File: src/rtl/mult_ctrl_unit.sv
// rtl/mult_ctrl_unit.sv - control FSM for the signed add-shift multiplier
module mult_ctrl_unit #(
    parameter int N  = 8,
    parameter int CW = $clog2(N)
) (
    input  logic Clk,
    input  logic Reset,
    input  logic Run,
    input  logic ClearA_LoadB,
    input  logic M,
    output logic Clr_XA,
    output logic Ld_B,
    output logic Ld_A,
    output logic Ld_X,
    output logic Shift_En,
    output logic Fn,
    output logic Busy,
    output logic Done
);

    typedef enum logic [2:0] {
        S_IDLE  = 3'd0,
        S_CLR   = 3'd1,
        S_ADD   = 3'd2,
        S_SHIFT = 3'd3,
        S_HOLD  = 3'd4
    } state_t;

    localparam logic [CW-1:0] LAST = CW'(N - 1);

    state_t        r_state;
    logic [CW-1:0] r_cnt;
    logic          w_last;

    // The final iteration is the sign-bit iteration: it subtracts and ends the loop.
    assign w_last = (r_cnt == LAST);

    // State and iteration counter; reset drops straight back to IDLE.
    always_ff @(posedge Clk or negedge Reset) begin
        if (!Reset) begin
            r_state <= S_IDLE;
            r_cnt   <= '0;
        end else begin
            case (r_state)
                S_IDLE: begin
                    if (Run) begin
                        r_state <= S_CLR;
                        r_cnt   <= '0;
                    end
                end
                S_CLR:   r_state <= S_ADD;
                S_ADD:   r_state <= S_SHIFT;
                S_SHIFT: begin
                    if (w_last) begin
                        r_state <= S_HOLD;
                        r_cnt   <= '0;
                    end else begin
                        r_state <= S_ADD;
                        r_cnt   <= r_cnt + CW'(1);
                    end
                end
                S_HOLD: begin
                    // Stay until the button is released: one multiply per press.
                    if (!Run) r_state <= S_IDLE;
                end
                default: begin
                    r_state <= S_IDLE;
                    r_cnt   <= '0;
                end
            endcase
        end
    end

    // Output decode; everything is forced low while reset is asserted.
    always_comb begin
        Clr_XA   = 1'b0;
        Ld_B     = 1'b0;
        Ld_A     = 1'b0;
        Ld_X     = 1'b0;
        Shift_En = 1'b0;
        Fn       = 1'b0;
        Busy     = 1'b0;
        Done     = 1'b0;
        if (Reset) begin
            case (r_state)
                S_CLR: begin
                    Clr_XA = 1'b1;
                    Busy   = 1'b1;
                end
                S_ADD: begin
                    Busy = 1'b1;
                    Ld_A = M;
                    Ld_X = M;
                    Fn   = w_last;
                end
                S_SHIFT: begin
                    Busy     = 1'b1;
                    Shift_En = 1'b1;
                end
                S_HOLD: begin
                    Done = 1'b1;
                end
                default: begin
                    // IDLE and any illegal encoding; a pending start wins over clear/load.
                    if (!Run && ClearA_LoadB) begin
                        Clr_XA = 1'b1;
                        Ld_B   = 1'b1;
                    end
                end
            endcase
        end
    end

endmodule

File: config.mk
export PLATFORM = sky130hd
export DESIGN_NAME = mult_ctrl_unit
export DESIGN_NICKNAME = d
export VERILOG_FILES = /design/src/rtl/mult_ctrl_unit.sv
export SDC_FILE = /design/constraint.sdc
export NUM_CORES = 1
export LEC_CHECK = 0
export ABC_CLOCK_PERIOD_IN_PS = 1450
export BUFFER_PORTS_ARGS = -buffer_cell sky130_fd_sc_hd__buf_4
export CORE_AREA = 2 2 39 41
export DETAILED_ROUTE_END_ITERATION = 12
export DIE_AREA = 0 0 41 43
export GPL_TIMING_DRIVEN = 0
export PLACE_DENSITY = 0.66
export SLEW_MARGIN = 20
export SYNTH_ARGS = -nofsm -noshare
export SYNTH_HDL_FRONTEND = slang
export SYNTH_SLANG_ARGS = --single-unit
File: constraint.sdc
create_clock -name Clk -period 1.45 [get_ports Clk]
set_input_delay 0.145 -clock Clk [delete_from_list [all_inputs] [get_ports Clk]]
set_output_delay 0.145 -clock Clk [all_outputs]
set_load 0.02 [all_outputs]
==> impl_metrics.csv <==
group,metric,value,unit
synth,synth_area_leader_cell,"dfrtp_1",
sta,max_freq,0.637,GHz
clocking,clock-root-buffer,"clkbuf_4",
worst_setup_path,worstSetupPathType,"register to output port",
placement,post-place-ws,-0.119,ns
die,start_util,0.314,
clocking,cts_buffers,3,
die,num_rows,14,
worst_setup_path,worst-path-stages,5,
worst_setup_path,cp.required,1.31,ns
worst_setup_path,path_buf_inv,3,
placement,hpwl,710,um
synth,syn_inst,48,
flow_run,drv_cap,0,
clocking,htree_levels,1,
worst_setup_path,cpPeakStageDelay,0.43,ns
layout,nets,79,
sta,clock_skew,0.00129,ns
sta,worst_pin_slew,0.333,ns
sta,finalHoldViolations,0,
drt,avgRoutedWirePerCell,14.7,um
worst_setup_path,r2r-start,"r_cnt[0]",
layout,drive_above_1_share,0.486,
drt,viasPerCell,5.49,
synth,synthTopCellsByCount,"dfrtp_1, a21oi_1",
worst_setup_path,cp-start-kind,"register",
clocking,clock_sinks,6,
worst_setup_path,rr_endpoint,"r_cnt[0]",
pwr,power_leakage,0.341,nW
clocking,cts.clk_slew.worst_paths,0.05,ns
clocking,clock_path_buffers,2,
grt,grt_pass1_wl,1.85,mm
drt,vias,472,
worst_setup_path,cp_cell_sequence,"buf_6 -> nor4bb_4 -> and2_4 -> buf_6 -> buf_6",
synth,syn_nets,55,
synth,synth_warnings,0,
layout,final_util,0.514,
drt,drt_iter0_markers,5,
synth,synth_flop_cell,"dfrtp_1",
sta,rsz0062_at_grt,"yes",
placement,place_area,549,um2
min_path,min_to,"r_state[2]",
worst_setup_path,r2r_slack,-0.07,ns
grt,grt.overflow.total,0,
clocking,cts_tree,"built",
worst_setup_path,r2r_cells,5,
die,die_y,43,um
sta,fin_crit_sh,1.08,
drt,drc,0,
status,status,"finished, violations left",
grt,antenna_found_initial,0,
layout,fill_cells,145,
sta,final.setup.worst_slack,-0.119,ns
sta,setup_viol,8,
die,ios,13,
grt,grt.total_usage,0.160,
synth,ys_seq_area_frac,0.346,
pwr,ir_drop,0.852,mV
worst_setup_path,worstPathArrival,1.42,ns
sta,slew_headroom,0.777,
synth,synth.distinct_cells,24,
placement,port-buffer-count,12,
min_path,hold_start,"Run",
synth,synth_top_area_frac,0.346,
layout,antenna_cells,0,
worst_setup_path,endpoint_kind,"output port",
layout,final_cell_area,712,um2
die,die_w,41,um
synth,synth_area,434,um2
drt,ant_nets,0,
grt,grt_max_degree,11,
synth,synth.most_common_cell,"dfrtp_1",
pwr,power.density,1910,nW/um2
die,core-area,1380,um2
sta,whs,0.155,ns
worst_setup_path,cp_max_fo,10,
worst_setup_path,crit_slowest_cell,"dfrtp_2",
layout,area_growth,64.0,%
sta,min_period,1.57,ns
synth,synth-seq-cells,6,
synth,synth.avg_cell_area,9.05,um2
placement,gp_congestion,0.707,
min_path,hold_depth,2,
min_path,min_path_type,"input pin to register",
die,dieArea,1760,um2
sta,final_max_slew_viol_count,0,
worst_setup_path,cpMostUsedCell,"buf_6",
drt,firstDrtPassIters,4,
synth,yosys-top-cells-area,"dfrtp_1, a21oi_1, ha_1",
grt,grt_pass1_vias,406,
drt,wirelength,1.26,mm
synth,synth_edf_count,0,
synth,synthArstFlopShare,1.00,
status,violations,"negative setup slack",
clocking,clk_latency,0.25,ns
worst_setup_path,path_delay_family,"flip-flops",
sta,final.setup.tns,-0.463,ns
-- power by group --
part	switching [mW]	total, mW	internal (mW)	leakage (nW)
logic	0.389	0.859	0.470	0.257
registers	0.0904	0.340	0.249	0.0697
clock network	0.0650	0.159	0.0940	0.0138
total	0.544	1.36	0.813	0.341
-- layout by cell type (no fill, tap or decap) --
master and n:
a211oi_1 2, a21boi_1 1, a21o_1 3, a21oi_1 5
a22o_1 1, a311oi_1 1, and2_1 1, and2_4 1
and3_1 2, and3_4 1, and4_1 1, buf_4 14
buf_6 6, clkbuf_4 4, clkbuf_8 1, dfrtp_1 5
dfrtp_2 1, dlygate4sd3_1 1, ha_2 1, ha_4 1
inv_1 1, mux2i_1 2, nand2b_1 2, nor2_1 2
nor2_2 1, nor2b_1 1, nor3_1 3, nor3b_2 2
nor4bb_4 1, or3b_1 1, xnor2_1 1
-- how the worst max path moves through the flow --
| stage | from | endpoint | slack (ns) |
|---|---|---|---|
| after global placement | r_cnt[0] | r_cnt[0] | -0.09 |
| after detailed placement | r_cnt[0] | r_cnt[0] | -0.12 |
| after floorplan | r_cnt[1] | r_cnt[0] | -0.03 |
| after CTS | r_state[2] | Ld_X | -0.11 |
| final | r_state[1] | Ld_X | -0.12 |
| after global routing | r_state[1] | Ld_X | -0.18 |
-- metal layers --
metal / GRT usage / part of all wire / up-vias
li1: - / - / 223
met1: 0.225 / 0.45 / 227
met2: 0.216 / 0.50 / 20
met3: 0.0471 / 0.034 / 2
met4: 0.0800 / 0.014 / 0
met5: 0 / 0 / -
-- cell families after synthesis --
family	share of synthesized area
AND/OR/NAND/NOR	0.274
AO/OA/AOI/OAI	0.202
flip-flops	0.346
buffers and inverters	0.0547
multiplexers	0.0461
adder cells (fa/ha/maj)	0.0576
XOR/XNOR	0.0202
-- sequential cells by signal, summed over array words and instances (netlist names) --
name and count:
r_cnt 3, r_state 3
-- through the flow --
step	total power [mW]	std cells
6_report	1.36	86
2_1_floorplan	0.794	48
3_5_place_dp	0.965	76
4_1_cts	1.34	86
5_1_grt	1.47	86
3_3_place_gp	0.943	76
-- cell type report --
| class | count | area, um2 | share of cell area |
|---|---|---|---|
| sequential | 6 | 151 | 0.213 |
| inverter | 1 | 3.75 | 0.00527 |
| timing repair buffer | 19 | 160 | 0.225 |
| clock buffer | 3 | 22.5 | 0.0316 |
| buffer | 4 | 43.8 | 0.0615 |
| multi-input combinational | 37 | 310 | 0.436 |
| tap | 16 | 20.0 | 0.0281 |
-- timing repair --
action	in CTS	in global routing
pin swaps	6	2
hold endpoints to repair	6	0
setup endpoints to repair	8	11
resized for setup	19	3
hold buffers	1	0
setup buffers	6	0
No activity file was read; power rests on OpenSTA's default activity.
